**src/rtl/serial_port_bridge.sv**
```systemverilog
// UART bridge for the CPU serial port: 16-bit words as byte pairs, low byte first.
// Define SERIAL_PARITY_EN for 8E1 framing; default build is 8N1.
module serial_port_bridge #(
  parameter int CLKS_PER_BIT = 434,
  parameter int PAIR_TIMEOUT = 16
) (
  input  logic        Clock,
  input  logic        Reset,
  input  logic        SerialSend,
  input  logic [15:0] SerialDataOut,
  input  logic        SerialRead,
  input  logic        RxD,
  output logic        TxD,
  output logic        TxBusy,
  output logic        SerialValid,
  output logic [15:0] SerialDataIn,
  output logic        RxError
);

  localparam int TW = $clog2(CLKS_PER_BIT);
  localparam int PL = PAIR_TIMEOUT * CLKS_PER_BIT;
  localparam int PW = $clog2(PL);
  localparam logic [TW-1:0] BIT_END = TW'(CLKS_PER_BIT - 1);
  localparam logic [TW-1:0] HALF_END = TW'(CLKS_PER_BIT / 2 - 1);
  localparam logic [PW-1:0] PAIR_END = PW'(PL - 1);

  typedef enum logic [2:0] {
    S_IDLE, S_START, S_DATA, S_PAR, S_STOP
  } state_t;

  state_t        tx_state, tx_next;
  logic [TW-1:0] tx_timer;
  logic [2:0]    tx_bit;
  logic          tx_hi;
  logic [15:0]   tx_word;
  logic [7:0]    tx_byte;
  logic          tx_tick;
  logic          tx_line;

  assign tx_tick = tx_timer == BIT_END;
  assign tx_byte = tx_hi ? tx_word[15:8] : tx_word[7:0];

  always_ff @(posedge Clock) begin
    if (!Reset) tx_state <= S_IDLE;
    else        tx_state <= tx_next;
  end

  always_comb begin
    tx_next = tx_state;
    unique case (tx_state)
      S_IDLE:  if (SerialSend) tx_next = S_START;
      S_START: if (tx_tick) tx_next = S_DATA;
`ifdef SERIAL_PARITY_EN
      S_DATA:  if (tx_tick && tx_bit == 3'd7) tx_next = S_PAR;
      S_PAR:   if (tx_tick) tx_next = S_STOP;
`else
      S_DATA:  if (tx_tick && tx_bit == 3'd7) tx_next = S_STOP;
`endif
      S_STOP:  if (tx_tick) tx_next = tx_hi ? S_IDLE : S_START;
      default: tx_next = S_IDLE;
    endcase
  end

  always_comb begin
    tx_line = 1'b1;
    unique case (tx_state)
      S_START: tx_line = 1'b0;
      S_DATA:  tx_line = tx_byte[tx_bit];
`ifdef SERIAL_PARITY_EN
      S_PAR:   tx_line = ^tx_byte;
`endif
      default: tx_line = 1'b1;
    endcase
  end

  always_ff @(posedge Clock) begin
    if (!Reset) begin
      tx_timer <= '0;
      tx_bit   <= '0;
      tx_hi    <= 1'b0;
      tx_word  <= '0;
    end else begin
      if (tx_state == S_IDLE && SerialSend) begin
        tx_word <= SerialDataOut;
        tx_hi   <= 1'b0;
      end
      tx_timer <= (tx_state == S_IDLE || tx_tick) ? '0 : tx_timer + 1'b1;
      if (tx_state == S_DATA && tx_tick) tx_bit <= tx_bit + 1'b1;
      if (tx_state == S_STOP && tx_tick) tx_hi <= ~tx_hi;
    end
  end

  assign TxD    = tx_line;
  assign TxBusy = tx_state != S_IDLE;

  state_t        rx_state, rx_next;
  logic          rx_s1, rx_s2, rx_prev;
  logic          rx_fall;
  logic [TW-1:0] rx_timer;
  logic          rx_tick;
  logic [2:0]    rx_bit;
  logic [7:0]    rx_shift;
  logic          rx_shift_en;
  logic          rx_byte_done;
  logic          rx_frame_ok;
  logic          byte_good, byte_bad;
  logic          have_lo;
  logic [7:0]    lo_byte;
  logic [PW-1:0] pair_cnt;
  logic          pair_expire;
  logic          word_done, overrun;
`ifdef SERIAL_PARITY_EN
  logic          rx_par_en;
  logic          rx_par_bad;
`endif

  assign rx_fall = rx_prev & ~rx_s2;
  assign rx_tick = rx_timer == BIT_END;

  always_ff @(posedge Clock) begin
    if (!Reset) rx_state <= S_IDLE;
    else        rx_state <= rx_next;
  end

  always_comb begin
    rx_next = rx_state;
    unique case (rx_state)
      S_IDLE:  if (rx_fall) rx_next = S_START;
      S_START: if (rx_timer == HALF_END) rx_next = rx_s2 ? S_IDLE : S_DATA;
`ifdef SERIAL_PARITY_EN
      S_DATA:  if (rx_tick && rx_bit == 3'd7) rx_next = S_PAR;
      S_PAR:   if (rx_tick) rx_next = S_STOP;
`else
      S_DATA:  if (rx_tick && rx_bit == 3'd7) rx_next = S_STOP;
`endif
      S_STOP:  if (rx_tick) rx_next = S_IDLE;
      default: rx_next = S_IDLE;
    endcase
  end

  always_comb begin
    rx_shift_en  = 1'b0;
    rx_byte_done = 1'b0;
`ifdef SERIAL_PARITY_EN
    rx_par_en    = 1'b0;
`endif
    unique case (rx_state)
      S_DATA:  rx_shift_en = rx_tick;
`ifdef SERIAL_PARITY_EN
      S_PAR:   rx_par_en = rx_tick;
`endif
      S_STOP:  rx_byte_done = rx_tick;
      default: rx_byte_done = 1'b0;
    endcase
  end

`ifdef SERIAL_PARITY_EN
  assign rx_frame_ok = rx_s2 & ~rx_par_bad;
`else
  assign rx_frame_ok = rx_s2;
`endif

  assign byte_good   = rx_byte_done & rx_frame_ok;
  assign byte_bad    = rx_byte_done & ~rx_frame_ok;
  assign word_done   = byte_good & have_lo;
  assign overrun     = word_done & SerialValid & ~SerialRead;
  // Timer pauses while a start bit is being qualified.
  assign pair_expire = have_lo && rx_state == S_IDLE
                    && !rx_fall && pair_cnt == PAIR_END;

  always_ff @(posedge Clock) begin
    if (!Reset) begin
      rx_s1        <= 1'b1;
      rx_s2        <= 1'b1;
      rx_prev      <= 1'b1;
      rx_timer     <= '0;
      rx_bit       <= '0;
      rx_shift     <= '0;
      have_lo      <= 1'b0;
      lo_byte      <= '0;
      pair_cnt     <= '0;
      SerialValid  <= 1'b0;
      SerialDataIn <= '0;
      RxError      <= 1'b0;
`ifdef SERIAL_PARITY_EN
      rx_par_bad   <= 1'b0;
`endif
    end else begin
      rx_s1   <= RxD;
      rx_s2   <= rx_s1;
      rx_prev <= rx_s2;
      if (rx_state == S_IDLE || rx_tick || rx_state != rx_next)
        rx_timer <= '0;
      else
        rx_timer <= rx_timer + 1'b1;
      if (rx_shift_en) begin
        rx_shift <= {rx_s2, rx_shift[7:1]};
        rx_bit   <= rx_bit + 1'b1;
      end
`ifdef SERIAL_PARITY_EN
      if (rx_par_en) rx_par_bad <= rx_s2 != ^rx_shift;
`endif
      if (byte_bad || word_done || pair_expire) begin
        have_lo <= 1'b0;
      end else if (byte_good) begin
        have_lo <= 1'b1;
        lo_byte <= rx_shift;
      end
      if (byte_good && !have_lo) pair_cnt <= '0;
      else if (!have_lo)         pair_cnt <= '0;
      else if (rx_state == S_IDLE) pair_cnt <= pair_cnt + 1'b1;
      if (word_done && !overrun) begin
        SerialDataIn <= {rx_shift, lo_byte};
        SerialValid  <= 1'b1;
      end else if (SerialRead) begin
        SerialValid <= 1'b0;
      end
      RxError <= byte_bad | overrun | pair_expire;
    end
  end

endmodule

```
**config.mk**
```make
export PLATFORM = sky130hd
export DESIGN_NAME = serial_port_bridge
export DESIGN_NICKNAME = d
export VERILOG_FILES = /design/src/rtl/serial_port_bridge.sv
export SDC_FILE = /design/constraint.sdc
export NUM_CORES = 1
export LEC_CHECK = 0
export ABC_AREA = 1
export ABC_CLOCK_PERIOD_IN_PS = 3200
export CAP_MARGIN = 0
export CORE_UTILIZATION = 60
export CTS_CLUSTER_DIAMETER = 150
export DETAILED_ROUTE_END_ITERATION = 16
export PLACE_DENSITY = 0.83
export SETUP_SLACK_MARGIN = 0.1
export SLEW_MARGIN = 30
export SYNTH_ARGS = -nofsm -noshare
export SYNTH_HDL_FRONTEND = slang
export SYNTH_SLANG_ARGS = --single-unit
```
**constraint.sdc**
```tcl
create_clock -name Clock -period 3.2 [get_ports Clock]
set_input_delay 0.8 -clock Clock [delete_from_list [all_inputs] [get_ports Clock]]
set_output_delay 0.8 -clock Clock [all_outputs]
set_load 0.02 [all_outputs]
```
# --- Yosys cells after proc, flatten, opt, wreduce, memory -nomap -nowiden ---
# Cells that the tools add are included.
# Widths: inputs -> output; s select.
classes:
  add_sub_neg: 5
  bitwise_logic: 14
  magnitude_cmp: 1
  shift: 0
  div_mod_pow: 0
  n_reduce_logical: 29
  n_eq_ne: 17
  mux: 22
  n_mul: 0
op_table:
  columns: ["operator", "count"]
  rows:
  - ["$mux 3", 8]
  - ["$pmux 3 s4", 2]
  - ["$add 9x1->9 const B", 2]
  - ["$eq 9x9->1 const B", 2]
  - ["$add 13x1->13 const B", 1]
  - ["$eq 13x13->1 const B", 1]
  - ["$eq 3x3->1 const B", 4]
  - ["$logic_and 1x1->1", 10]
  - ["$eq 9x8->1 const B", 1]
  - ["$mux 1", 8]
  - ["$mux 8", 1]
  - ["$ne 2x2->1 const B", 4]
  - ["$add 3x1->3 const B", 2]
  - ["$and 1x1->1", 6]
  - ["$eq 3x1->1 const B", 2]
  - ["$eq 3x2->1 const B", 2]
  - ["$logic_not 3->1", 2]
  - ["$not 1->1", 6]
  - ["$reduce_or 2->1", 3]
  - ["$logic_or 1x1->1", 5]
  - ["$lt 3x4->1 const B", 1]
  - ["$reduce_and 4->1", 1]
  - ["$reduce_bool 2->1", 2]
  - ["$bmux 1 s3", 1]
  - ["other kinds (8)", 11]
totals:
  memories: 0
  inputBits: 21
  mem_bits_rw: 0
  reg_bits: 98
  romBits: 0
  latch_bits: 0
  output_inout_bits: 20

# --- Longest topological paths before layout ---
# Gate-level depths: netlist of run 1.
logic_depth:
  depth_word: 9
  ltp_mapped: 12
  depth_no_buf: 11

# --- Worst setup path after synthesis of run 1 ---
# No wires, ideal clock.
synth_timing:
  path_type: "register to output"
  startpoint: "reg tx_hi"
  endpoint: "out TxD"
  slack_ps: 1243
  n_path_buf: 1
  stages_incl_launch_ff: 9
  arrival_ps: 1157
  t_required_ps: 2400
  path_cell_list: "dfxtp_1 > clkbuf_1 > nand2_1 > o211ai_1 > nand3_1 > nand3_1 > nand2_1 > nand2_1 > nand2_1"
synth_via:
  elab_chain_len: 4
synth_lines:
  columns: ["item", "line_no", "text"]
  rows:
  - ["start, declared", "34", "logic tx_hi;"]
  - ["start signal, assigned", "89", "if (tx_state == S_STOP && tx_tick) tx_hi <= ~tx_hi;"]
  - ["$mux 8", "41", "assign tx_byte = tx_hi ? tx_word[15:8] : tx_word[7:0];"]
  - ["$bmux 1 s3", "68", "S_DATA: tx_line = tx_byte[tx_bit];"]
  - ["$mux 1 (implied by the code)", "68", null]
  - ["$pmux 1 s2", "66", "unique case (tx_state)"]
  - ["end, declared", "13", "output logic TxD,"]
# Every way passes these cells. The select of a mux whose other input is x is not followed.

# --- Worst setup path after layout of run 1 ---
layout_timing:
  startpoint: "reg tx_bit[0]"
  endpoint: "out TxD"
layout_via:
  elab_chain_len: 3
layout_lines:
  columns: ["item", "line_no", "text"]
  rows:
  - ["start, declared", "33", "logic [2:0] tx_bit;"]
  - ["start signal, assigned", "88", "if (tx_state == S_DATA && tx_tick) tx_bit <= tx_bit + 1'b1;"]
  - ["$bmux 1 s3", "68", null]
  - ["$mux 1 (implied by the code)", "68", null]
  - ["$pmux 1 s2", "66", null]
# Every way passes these cells. The select of a mux whose other input is x is not followed.

==> metrics.md, run 1 <==
| Metric | Value |
|---|---|
| Clock Tree Buf Depth | `2` |
| Area delta synth->final | `14.37%` |
| YS warnings | `0` |
| CTS tree | `done` |
| Slew Limit Fails | `0` |
| Max-cap violations | `0` |
| Register area share after synthesis | `44.37%` |
| Crit path cell chain | `inv_1 > a21oi_1 > o21ai_0 > nand3_1 > nand3b_1 > nand2_1 > nand2_1 > nand2_1 > clkdlybuf4s50_1` |
| Leakage Power | `2.076 nW` |
| WS Path Type | `flip-flop to output port` |
| Fillers | `575` |
| Crit path max fanout | `8` |
| Nets | `662` |
| CP endpoint | `TxD` |
| Share of the synthesized area in the top cell type | `44.37%` |
| Ant. Diodes | `0` |
| Global-route wire length before repair | `15120 um` |
| Flop2flop setup slack | `1.47 ns` |
| Via-per-instance ratio | `5.109` |
| Worst EP required | `2.40 ns` |
| CP max-delay cell | `clkdlybuf4s50_1` |
| Hold Crit Class | `flip-flop to flip-flop` |
| DRC Markers | `0` |
| Reg2reg start | `tx_state[1]$_SDFFE_PN0P_` |
| Post-route cell area | `0.005057 mm2` |
| Synth Cell Area | `0.004422 mm2` |
| Largest area contributor in the netlist | `dfxtp_1` |
| IO Pins | `41` |
| CTS buffer count | `9` |
| Vias in the first global route | `3580` |
| Placement Cell Area | `0.004870 mm2` |
| FF+latch count, synth | `98` |
| Core area | `0.006944 mm2` |
| Slowest Stage Delay on Critical Path | `0.60 ns` |
| RSZ-0062 raised after global routing | `false` |
| Startpoint types | `flip-flop` |
| Clock sinks | `98` |
| Worst r2r dst | `tx_word[8]$_SDFFE_PN0P_` |
| Initial DRC count | `112` |
| # setup viols final | `0` |
| Fin crit period | `2.951 ns` |
| Initial core utilization | `63.68%` |
| Max Clock Skew | `0.01026 ns` |
| Vias | `3740` |
| CP Depth | `9` |
| Wire per inst | `11.61 um` |
| Die Area | `0.007717 mm2` |
| Layout cell share with drive strength beyond 1 | `8.176%` |
| Die W | `87.85 um` |
| Worst setup path startpoint | `tx_bit[0]$_SDFFE_PN0P_` |
| Final GP Congestion | `0.8178` |
| Clock transition at path regs | `0.10 ns` |
| Bufs and invs on worst path | `2` |
| Cell mode on critical path | `nand2_1` |
| Worst hold slack | `0.4528 ns` |
| Total GRT Usage | `24.62%` |
| Total Wirelength | `8502 um` |
| Most common cell after layout, fill and taps aside | `nor2_1` |
| Antenna violations before repair | `0` |
| Clk_lat worst skew | `0.36 ns` |
| # rows | `30` |
| Status | `complete, no violations` |
| Post-cts hold buffer count | `0` |
| Period utilization | `92.22%` |
| Placed cell count | `716` |
| DR pass1 iterations | `5` |
| Gate Count Post-Synth | `593` |
| PwrDens | `497.5 mW/mm2` |
| Clock root cell | `clkbuf_8` |
| Most frequent cells in the layout | `nor2_1, dfxtp_1, nand2_1, inv_1, nand3_1` |
| Max VDD drop | `0.3554 mV` |
| Post-Syn Nets | `624` |
| Total power | `2.516 mW` |
| Post-Layout Cell Count | `732` |
| Cell variety after synth | `41` |
| Setup tns final | `0 ns` |
| Capturing element type of the critical path | `output port` |
| Hpwl dp | `6120 um` |
| Total gr overflow | `0` |
| Final Hold Fails | `0` |
| Post-Syn Area per Cell | `7.457 um2` |
| Largest net degree at the start of global routing | `36` |
| Max Freq | `338.9 MHz` |
| Cell family with most CP delay | `buffers and inverters` |
| Worst Max-Slew Pin Slew | `0.5991 ns` |
| Antenna-violating nets left | `0` |
| Port buffer count | `40` |
| WP data arrival | `2.15 ns` |
| Die height | `87.85 um` |
| R2R cell count | `6` |
| Slew headroom | `60.02%` |
| Area contributors post-synth | `dfxtp_1, nor2_1, nand2_1` |
| Htree depth | `3` |
[layer usage]
| layer | global-route usage [%] | vias to the layer above | part of all wire [%] |
|---|---|---|---|
| li1 | - | 1962 | - |
| met2 | 43.06 | 83 | 49 |
| met5 | 0 | - | 0 |
| met1 | 30.95 | 1679 | 45 |
| met4 | 8.793 | 0 | 1.9 |
| met3 | 3.487 | 16 | 3.9 |
[flip-flops by register name (all words and copies together), names as in the netlist, 3 cells and up]
register      count
rx_timer          9
SerialDataIn     16
rx_shift          8
tx_word          16
lo_byte           8
pair_cnt         13
rx_bit            3
rx_state          3
tx_bit            3
tx_state          3
tx_timer          9
[power breakdown]
group / switching, mW / internal [mW] / leakage (nW) / total (mW)
clock: 0.452 / 0.296 / 0.0919 / 0.749
combinational: 0.256 / 0.148 / 1.19 / 0.403
sequential: 0.0486 / 1.32 / 0.795 / 1.36
total: 0.757 / 1.76 / 2.08 / 2.52
[stage by stage]
stage                     utilization [%]  worst slack (ns)
final                               72.83            0.2489
after global routing                72.83            0.1106
after CTS                           72.81            0.1342
after detailed placement            70.13            0.5364
after global placement              70.13            0.6177
after floorplan                         -             1.243
[worst min-delay path by stage]
stage	start	slack, ns	depth (start not counted)	end
floorplan	rx_s1$_SDFF_PN1_	0.39	1	rx_frame_ok$_SDFF_PN1_
global placement	rx_s1$_SDFF_PN1_	0.42	1	rx_frame_ok$_SDFF_PN1_
detailed placement	rx_s1$_SDFF_PN1_	0.42	1	rx_frame_ok$_SDFF_PN1_
CTS	rx_s1$_SDFF_PN1_	0.46	1	rx_frame_ok$_SDFF_PN1_
global route	rx_s1$_SDFF_PN1_	0.47	1	rx_frame_ok$_SDFF_PN1_
finish	rx_s1$_SDFF_PN1_	0.45	1	rx_frame_ok$_SDFF_PN1_
[cells by family after synthesis]
group / after synthesis / share of synthesized area, %
simple gates: 294 / 31.55
compound gates: 89 / 10.53
fa+ha+maj: 10 / 2.830
buf+inv: 90 / 8.347
xor+xnor: 12 / 2.377
flops: 98 / 44.37
[cells in the mapped netlist, drive strengths merged]
cell / number
a21boi: 1
a21oi: 39
a31oi: 2
and3: 1
buf: 6
clkbuf: 9
clkinv: 1
dfxtp: 98
ha: 10
inv: 74
nand2: 100
nand3: 44
nand3b: 1
nand4: 3
nor2: 115
nor3: 24
nor3b: 1
nor4: 2
o211ai: 2
o21a: 1
o21ai: 42
o22ai: 1
o31ai: 1
or2: 3
xnor2: 3
xor2: 9
[cell type report]
cell class / instances / area, um2 / area share, %
tap: 96 / 120.1 / 2.375
multi-input combinational: 405 / 2091 / 41.34
clock inverter: 7 / 62.56 / 1.237
sequential: 98 / 1963 / 38.82
inverter: 75 / 281.5 / 5.567
timing repair buffer: 42 / 415.4 / 8.214
clock buffer: 9 / 123.9 / 2.449
[what timing repair did]
item / 4_1_cts / 5_1_grt
buffers inserted: 0 / 0
setup endpoints to repair: 0 / 1
gates resized for setup: 0 / 1
No activity file was read; power rests on OpenSTA's default activity.
==> inputs of run 2 (changes only) <==
SKIP_LAST_GASP = 1   (was default)
SLEW_MARGIN = 0   (was 30)
==> results of run 2 <==
No change in the layout: final DEF, timing and power equal those of run 1.
==> inputs of run 3 (changes only) <==
CORE_MARGIN = 1.5   (was default)
==> run 3 against run 2 <==
Net effect:
- maximum frequency is 2.1% higher
- power increased by 0.31%
- setup slack better by 0.062 ns
- clock skew rose by 0.0029 ns
- highest routed layer unchanged
- sequential share of layout area hardly changed
- first-iteration DRC count grew 78%
- largest power group unchanged
- final area about the same
- clock power is 1% higher
- critical endpoint unchanged
- via count is essentially flat
- global-route usage down 1.7 points
==> metrics.md, run 3 (synthesized netlist as in run 1, its figures left out) <==
| Metric | Value |
|---|---|
| Status | `complete, no violations` |
| Post-cts hold buffer count | `0` |
| PwrDens | `498.6 mW/mm2` |
| Crit path cell chain | `inv_1 > a21oi_1 > o21ai_0 > nand3_1 > nand3_1 > nand2_1 > nand2_1 > nand2_1 > clkdlybuf4s50_1` |
| Max Clock Skew | `0.01314 ns` |
| Crit path max fanout | `15` |
| Seq pwr share | `54.1%` |
| WP data arrival | `2.09 ns` |
| Total GRT Usage | `22.89%` |
| CTS buffer count | `9` |
| Die Area | `0.007893 mm2` |
| # setup viols final | `0` |
| CP Depth | `9` |
| Final GP Congestion | `0.8093` |
| DR pass1 iterations | `4` |
| Via-per-instance ratio | `5.091` |
| Period utilization | `90.29%` |
| Max-cap violations | `0` |
| Initial core utilization | `61.62%` |
| CP endpoint | `TxD` |
| Core area | `0.007176 mm2` |
| Reg2reg start | `tx_state[1]$_SDFFE_PN0P_` |
| Setup tns final | `0 ns` |
| Worst slack, placed | `0.5665 ns` |
| Worst r2r dst | `tx_word[10]$_SDFFE_PN0P_` |
| Cell mode on critical path | `nand2_1` |
| Flop2flop setup slack | `1.49 ns` |
| Worst Max-Slew Pin Slew | `0.5976 ns` |
| Largest net degree at the start of global routing | `34` |
| Worst hold slack | `0.4409 ns` |
| Global-route wire length before repair | `14360 um` |
| Fin crit period | `2.889 ns` |
| Hpwl dp | `6112 um` |
| R2R cell count | `6` |
| Worst EP required | `2.40 ns` |
| Die height | `88.85 um` |
| Total gr overflow | `0` |
| Ant. Diodes | `0` |
| Wire per inst | `11.48 um` |
| Antenna violations before repair | `0` |
| Layout cell share with drive strength beyond 1 | `8.333%` |
| Startpoint types | `flip-flop` |
| RSZ-0062 raised after global routing | `false` |
| IO Pins | `41` |
| # rows | `31` |
| Fillers | `628` |
| Die W | `88.85 um` |
| Most common cell after layout, fill and taps aside | `nor2_1` |
| Max VDD drop | `0.3773 mV` |
| Area delta synth->final | `14.46%` |
| Slew Limit Fails | `0` |
| Vias | `3742` |
| Htree depth | `3` |
| Antenna-violating nets left | `0` |
| CTS tree | `done` |
| Top flop regs | `SerialDataIn (16), tx_word (16), pair_cnt (13)` |
| Clock transition at path regs | `0.10 ns` |
| Clk_lat worst skew | `0.36 ns` |
| Clock sinks | `98` |
| Cell family with most CP delay | `buffers and inverters` |
| Clock Power Share | `30.0%` |
| Capturing element type of the critical path | `output port` |
| Clock Tree Buf Depth | `2` |
| Total Wirelength | `8440 um` |
| Initial DRC count | `199` |
| Internal | `1.759 mW` |
| Final Hold Fails | `0` |
| Combinational power share | `15.9%` |
| Nets | `662` |
| Port buffer count | `40` |
| Placement Cell Area | `0.004873 mm2` |
| Vias in the first global route | `3487` |
| WS Path Type | `flip-flop to output port` |
| Most frequent cells in the layout | `nor2_1, dfxtp_1, nand2_1, inv_1, nand3_1` |
| Leakage Power | `2.073 nW` |
| Post-route cell area | `0.005061 mm2` |
| Worst setup path startpoint | `tx_hi$_SDFFE_PN0P_` |
| Sw frac | `30.28%` |
| Hold Crit Class | `flip-flop to flip-flop` |
| Max Freq | `346.1 MHz` |
| Post-layout util | `70.53%` |
| DRC Markers | `0` |
| Bufs and invs on worst path | `2` |
| Fin worst setup slack | `0.3106 ns` |
| Psw | `0.7642 mW` |
| Clock root cell | `clkbuf_8` |
| Slowest Stage Delay on Critical Path | `0.59 ns` |
| CP max-delay cell | `clkdlybuf4s50_1` |
| Slew headroom | `60.12%` |
## run 3: cell types whose count changed in the layout (fill, tap and decap cells not counted), sizes merged
cell,previous run,this run
clkinv,5,3
clkinvlp,1,2
inv,76,77
## run 3: cell type report
class	instances	area (um2)	share of cell area, %
tap	99	123.9	2.447
inverter	75	281.5	5.562
clock buffer	9	123.9	2.447
clock inverter	7	61.31	1.211
timing repair buffer	42	415.4	8.208
multi-input combinational	405	2091	41.31
sequential	98	1964	38.81
## run 3: how the worst min path moves through the flow
stage          slack [ns]  cells after the start        startpoint                      to
6_report             0.44                      1  rx_s1$_SDFF_PN1_  rx_frame_ok$_SDFF_PN1_
5_1_grt              0.47                      1  rx_s1$_SDFF_PN1_  rx_frame_ok$_SDFF_PN1_
4_1_cts              0.43                      1  rx_s1$_SDFF_PN1_  rx_frame_ok$_SDFF_PN1_
3_5_place_dp         0.41                      1  rx_s1$_SDFF_PN1_  rx_frame_ok$_SDFF_PN1_
3_3_place_gp         0.40                      1  rx_s1$_SDFF_PN1_  rx_frame_ok$_SDFF_PN1_
2_1_floorplan        0.39                      1  rx_s1$_SDFF_PN1_  rx_frame_ok$_SDFF_PN1_
## run 3: layer usage
layer  vias to the layer above  part of all wire (%)  track usage [%]
met5                         -                     0                0
met1                      1691                    47            27.84
li1                       1966                     -                -
met3                         9                   3.8            3.825
met2                        76                    49            40.56
met4                         0                   1.0            8.381
## run 3: power by group through the flow
stage | Clock (mW) | Combinational, mW | Sequential (mW)
2_1_floorplan | 0 | 0.284 | 1.38
3_3_place_gp | 0 | 0.390 | 1.39
3_5_place_dp | 0 | 0.401 | 1.39
4_1_cts | 0.769 | 0.403 | 1.36
5_1_grt | 0.821 | 0.465 | 1.38
6_report | 0.758 | 0.400 | 1.37
## run 3: worst register-to-register path, cell delays in order, from the launching register on
cell and delay (ns):
dfxtp_1 0.36, nor2_1 0.16, nand2_1 0.16, nor2_4 0.23, inv_1 0.32, o21ai_0 0.28, a21oi_1 0.06
## run 3: through the flow
step,instances,power (mW)
3_5_place_dp,719,1.794
3_3_place_gp,719,1.781
2_1_floorplan,593,1.662
6_report,735,2.524
4_1_cts,735,2.537
5_1_grt,735,2.662
## run 3: timing repair
item,4_1_cts,5_1_grt
buffers inserted,0,0
setup endpoints to repair,0,1
gates resized for setup,0,2
